<file path="config.mk">
export PLATFORM = sky130hd
export DESIGN_NAME = mem_bus_arbiter
export DESIGN_NICKNAME = d
export VERILOG_FILES = /design/src/rtl/mem_bus_arbiter.sv
export SDC_FILE = /design/constraint.sdc
export NUM_CORES = 1
export LEC_CHECK = 0
export ABC_AREA = 1
export CAP_MARGIN = 20
export CORE_MARGIN = 2
export CORE_UTILIZATION = 37
export CTS_BUF_LIST = sky130_fd_sc_hd__clkbuf_4 sky130_fd_sc_hd__clkbuf_8
export CTS_CLUSTER_SIZE = 16
export DETAILED_ROUTE_END_ITERATION = 8
export GPL_TIMING_DRIVEN = 0
export HOLD_SLACK_MARGIN = 0.02
export PLACE_DENSITY = 0.89
export SLEW_MARGIN = 25
export SYNTH_ARGS = -nofsm -noshare
export SYNTH_HDL_FRONTEND = slang
export SYNTH_SLANG_ARGS = --single-unit
</file>
<file path="constraint.sdc">
create_clock -name clk -period 1.5 [get_ports clk]
set_clock_uncertainty 0.1 [all_clocks]
set_input_delay 0.15 -clock clk [delete_from_list [all_inputs] [get_ports clk]]
set_output_delay 0.15 -clock clk [all_outputs]
set_load 0.03 [all_outputs]
</file>
<file path="src/rtl/mem_bus_arbiter.sv">
// Shares one Wishbone-classic master between instruction fetch and load/store; load/store wins ties.
// Optional slave-ack watchdog enabled by defining MEM_BUS_TIMEOUT_EN.
module mem_bus_arbiter #(
   parameter int TIMEOUT_CYCLES = 255
) (
   input  logic        clk,
   input  logic        rst,
   input  logic        flush,
   input  logic        if_req,
   input  logic [31:0] if_addr,
   output logic [31:0] if_rdata,
   output logic        if_ack,
   input  logic        mem_req,
   input  logic        mem_we,
   input  logic [3:0]  mem_sel,
   input  logic [31:0] mem_addr,
   input  logic [31:0] mem_wdata,
   output logic [31:0] mem_rdata,
   output logic        mem_ack,
   output logic        stallreq_if,
   output logic        stallreq_mem,
   output logic        wb_cyc_o,
   output logic        wb_stb_o,
   output logic        wb_we_o,
   output logic [3:0]  wb_sel_o,
   output logic [31:0] wb_adr_o,
   output logic [31:0] wb_dat_o,
   input  logic [31:0] wb_dat_i,
   input  logic        wb_ack_i,
   output logic        bus_err
);

   localparam logic [1:0] S_IDLE     = 2'd0;
   localparam logic [1:0] S_IF_BUSY  = 2'd1;
   localparam logic [1:0] S_MEM_BUSY = 2'd2;
   localparam logic [1:0] S_DRAIN    = 2'd3;

   logic [1:0] r_state;
   logic       w_grant_ok;
   logic       w_timeout;

   // An ack cycle blocks grants so a requester still holding req cannot be served twice.
   assign w_grant_ok   = !if_ack && !mem_ack && !flush;
   assign stallreq_if  = if_req && !if_ack;
   assign stallreq_mem = mem_req && !mem_ack;

`ifdef MEM_BUS_TIMEOUT_EN
   localparam int CNT_LOG = $clog2(TIMEOUT_CYCLES + 1);
   localparam int CNT_W   = (CNT_LOG < 8) ? 8 : ((CNT_LOG > 32) ? 32 : CNT_LOG);

   logic [CNT_W-1:0] r_cnt;

   assign w_timeout = (r_state != S_IDLE) && !wb_ack_i &&
                      (r_cnt == CNT_W'(TIMEOUT_CYCLES - 1));

   // Counter sits at zero in IDLE, so the first busy cycle always sees 0.
   always_ff @(posedge clk) begin
      if (rst) begin
         r_cnt   <= '0;
         bus_err <= 1'b0;
      end else begin
         bus_err <= w_timeout;
         r_cnt   <= (r_state == S_IDLE || w_timeout) ? '0 : r_cnt + 1'b1;
      end
   end
`else
   localparam int unused_timeout = TIMEOUT_CYCLES;

   assign w_timeout = 1'b0;
   assign bus_err   = 1'b0;
`endif

   always_ff @(posedge clk) begin
      if (rst) begin
         r_state   <= S_IDLE;
         wb_cyc_o  <= 1'b0;
         wb_stb_o  <= 1'b0;
         wb_we_o   <= 1'b0;
         wb_sel_o  <= 4'h0;
         wb_adr_o  <= 32'h0;
         wb_dat_o  <= 32'h0;
         if_ack    <= 1'b0;
         if_rdata  <= 32'h0;
         mem_ack   <= 1'b0;
         mem_rdata <= 32'h0;
      end else begin
         if_ack  <= 1'b0;
         mem_ack <= 1'b0;
         case (r_state)
            S_IDLE: begin
               if (w_grant_ok && mem_req) begin
                  wb_cyc_o <= 1'b1;
                  wb_stb_o <= 1'b1;
                  wb_we_o  <= mem_we;
                  wb_sel_o <= mem_sel;
                  wb_adr_o <= mem_addr;
                  wb_dat_o <= mem_wdata;
                  r_state  <= S_MEM_BUSY;
               end else if (w_grant_ok && if_req) begin
                  wb_cyc_o <= 1'b1;
                  wb_stb_o <= 1'b1;
                  wb_we_o  <= 1'b0;
                  wb_sel_o <= 4'hF;
                  wb_adr_o <= if_addr;
                  wb_dat_o <= 32'h0;
                  r_state  <= S_IF_BUSY;
               end
            end
            S_IF_BUSY: begin
               if (wb_ack_i || w_timeout) begin
                  wb_cyc_o <= 1'b0;
                  wb_stb_o <= 1'b0;
                  r_state  <= S_IDLE;
                  // A flush on the ack edge squashes the fetch; a timeout still unstalls.
                  if (!wb_ack_i) begin
                     if_ack   <= 1'b1;
                     if_rdata <= 32'h0;
                  end else if (!flush) begin
                     if_ack   <= 1'b1;
                     if_rdata <= wb_dat_i;
                  end
               end else if (flush) begin
                  r_state <= S_DRAIN;
               end
            end
            S_MEM_BUSY: begin
               if (wb_ack_i || w_timeout) begin
                  wb_cyc_o  <= 1'b0;
                  wb_stb_o  <= 1'b0;
                  mem_ack   <= 1'b1;
                  mem_rdata <= wb_ack_i ? wb_dat_i : 32'h0;
                  r_state   <= S_IDLE;
               end
            end
            default: begin
               // DRAIN: bus stays held for the squashed fetch, result is dropped.
               if (wb_ack_i || w_timeout) begin
                  wb_cyc_o <= 1'b0;
                  wb_stb_o <= 1'b0;
                  r_state  <= S_IDLE;
               end
            end
         endcase
      end
   end

endmodule
</file>
==> flow_metrics.tcl <==
set metrics [dict create \
    outcome "finished, final reports clean" \
    cts.hold.buffers_added 0 \
    gp_routability_congestion 0.8506 \
    globalRoute.busiestLayer "met2" \
    peakVddDrop_uv 825.4 \
    switching_power_uw 3100 \
    synth-seq-cells 138 \
    die_area_sq_um 15380 \
    clockPowerShare_pct 35.6 \
    tightest_slew_ps 509.6 \
    power_share_of_the_sequential_group_pct 39.9 \
    slew_headroom_pct 66.03 \
    min_from "mem_wdata[19]" \
    place.port_buffers 277 \
    worst-setup-path-type "reg -> out" \
    timing.max_cap.violations 0 \
    ff2ff_path_depth 8 \
    post_drt_via_cell_ratio 4.873 \
    netlist-cell-type-count 19 \
    drc 0 \
    start_util_pct 38.11 \
    r2r_setup_slack_ps 20 \
    core_area_sq_um 13990 \
    most_frequent_standard_cell_in_the_layout_excluding_fill_and_tap_cells "nor2_1" \
    power_per_cell_area_nw_per_um2 1133 \
    synth_cell_area_sq_um 5331 \
    synthesis.area_per_instance_sq_um 7.354 \
    met2_usage_pct 39.29 \
    clock_tree.buffer_depth 2 \
    global_route.usage.met3_pct 6.319 \
    hold_vio_cnt_final 0 \
    yosys.area.top_type "dfxtp_1" \
    finalCritPeriodShare_pct 98.88 \
    cts_max_level 4 \
    num_rows 43 \
    setup.worst_path.end_class "primary output" \
    worstPathMaxFanout 7 \
    clockRootBuffer "clkbuf_8" \
    synth_enable_flop_cells 0 \
    synth-async-reset-ratio_pct 0 \
    overflow 0 \
    grtUsageTotal_pct 23.40 \
    syn-num-nets 864 \
    clkSlewWorstSetupHoldPaths_ps 80 \
    yosysTopAreaCellShare_pct 51.82 \
    ports 279 \
    final_layout_size_suffix_gt1_share_pct 14.07 \
    hold-worst-slack_ps 165.5 \
    max_freq_mhz 674.2 \
    leakagePower_uw 0.004259 \
    worst_skew_late_latency_ps 430 \
    min-delay-path-class "in -> reg" \
    drt-wirelength-per-cell_microns 15.43 \
    grt_start_max_net_pins 17 \
    die_h_microns 124.0 \
    r2r-end "wb_adr_o[27]" \
    nNetsFinal 1178 \
    first_global_vias 5555 \
    yosys_warnings 0 \
    setup_ws_ps 16.76 \
    tritoncts "done" \
    finalWorstPathRequiredPeriod_ps 1483 \
    worstPathRequired_ps 1250 \
    routed_wirelength_microns 19030 \
    crit_chain "nor2_4, buf_6, buf_6" \
    crit_startpoint "mem_ack" \
    switching_share_pct 30.20 \
    path_common_cell "buf_6" \
    dominantRegCellSynth "dfxtp_1" \
    drt_iter0_drc 316 \
    pre_cts_ws_ps -732.9 \
    yosysSeqAreaShare_pct 51.82 \
    layout.cells.most_common_list "nor2_1, clkdlybuf4s50_1, dfxtp_1" \
    routed-via-count 6009 \
    cts_sinks 138 \
    route.antenna.remaining_nets 0 \
    dpl.hpwl_microns 13880 \
    first_pass_grt_wire_length_microns 27630 \
    r2r_start "mem_ack" \
    p_int_uw 7164 \
    worst_setup_path_endpoint "stallreq_mem" \
    placed_cell_area_sq_um 8329 \
    gate_count_after_technology_mapping 725 \
    antenna_found_initial 0 \
    post_synth_main_area_contributors "dfxtp_1, nor2_1, nand2_1, o21ai_0, a21oi_1" \
    cp-start-kind "register" \
    worst_path_max_delay_cell "dfxtp_4" \
    numCtsBuffers 17 \
    first_pass_iters 5 \
    areaGrowthSynthToFinish_pct 69.84 \
    met1_usage_pct 27.79 \
    total_count_of_max_transition_violations_in_the_final_report 0 \
    worstPathArrival_ps 1230 \
    setup-violations-final 0 \
    cpPeakStageDelay_ps 370 \
    comb_power_share_pct 24.5 \
    finish.instance_area_sq_um 9055 \
    grt_setup_unrepaired "true" \
    util_after_layout_pct 64.73 \
    die-width_microns 124.0 \
]
-- synth_stat cells, types with 2 or more instances --
library cell,count
nor2_4,2
nand3_2,2
o21ai_0,102
nand2_1,137
nor2_1,204
buf_2,23
inv_1,6
buf_6,8
a21oi_1,36
buf_4,2
inv_2,5
dfxtp_1,138
clkbuf_1,17
nor2_2,3
nand3_1,36
-- registers in the layout, summed over array words and instances (netlist names) --
| signal | cells |
|---|---|
| if_rdata | 32 |
| mem_rdata | 32 |
| wb_adr_o | 32 |
| wb_dat_o | 32 |
| wb_sel_o | 4 |
| r_state | 2 |
| if_ack | 1 |
| mem_ack | 1 |
| wb_stb_o | 1 |
| wb_we_o | 1 |
-- stage by stage --
stage | power (uW) | instances | setup TNS, ps
floorplan | 5468 | 725 | 0
global placement | 6620 | 1182 | -54570
detailed placement | 6658 | 1182 | -58630
CTS | 10150 | 1224 | -240.3
global route | 10690 | 1232 | -1565
finish | 10260 | 1233 | 0
-- kinds of logic (layout without fill, tap and decap cells) --
| family | Yosys count | in the layout | share of synthesized area [%] |
|---|---|---|---|
| DFF | 138 | 138 | 51.82 |
| AOI/OAI and AO/OA | 139 | 139 | 13.10 |
| other | 1 | 2 | 0.07034 |
| buffers and inverters | 62 | 389 | 6.172 |
| and+or+nand+nor | 385 | 385 | 28.84 |
-- worst min-delay path by stage --
stage	end	depth (start not counted)
after floorplan	mem_rdata[0]	2
after global placement	wb_dat_o[21]	2
after detailed placement	wb_dat_o[0]	2
after CTS	wb_dat_o[18]	3
after global routing	wb_dat_o[27]	3
final	wb_dat_o[19]	3
-- power by group through the flow --
stage | Combinational (uW) | Clock, uW | Sequential (uW)
floorplan | 751 | 0 | 4720
global placement | 2450 | 0 | 4170
detailed placement | 2480 | 0 | 4180
CTS | 2370 | 3680 | 4090
global route | 2700 | 3870 | 4120
finish | 2520 | 3650 | 4090
-- critical path, delay by kind of cell, from the launching register on --
kind          cells  cell delay [ps]
buf+inv           2              270
flops             1              370
simple gates      1              160
-- layout make-up --
type / count / area, sq um
Antenna cell: 1 / 2.502
Inverter: 12 / 53.80
Tap cell: 180 / 225.2
Timing Repair Buffer: 296 / 2750
Buffer: 49 / 375.4
Sequential cell: 138 / 2778
Multi-Input combinational cell: 525 / 2387
Clock buffer: 22 / 296.5
Clock inverter: 10 / 186.4
Fill cell: 1198 / 4933
-- per-layer routing --
layer	up-vias	routed length (microns)
li1	2947	-
met3	51	1358
met4	0	695
met2	229	9129
met5	-	0
met1	2782	7841
-- what timing repair did --
action / 4_1_cts / 5_1_grt
setup endpoints to repair: 267 / 136
endpoints found under the hold margin: 0 / 0
setup buffers: 10 / 9
pin swaps: 6 / 6
resized for setup: 183 / 113
Note: power is estimated with default switching activity, not from simulation.
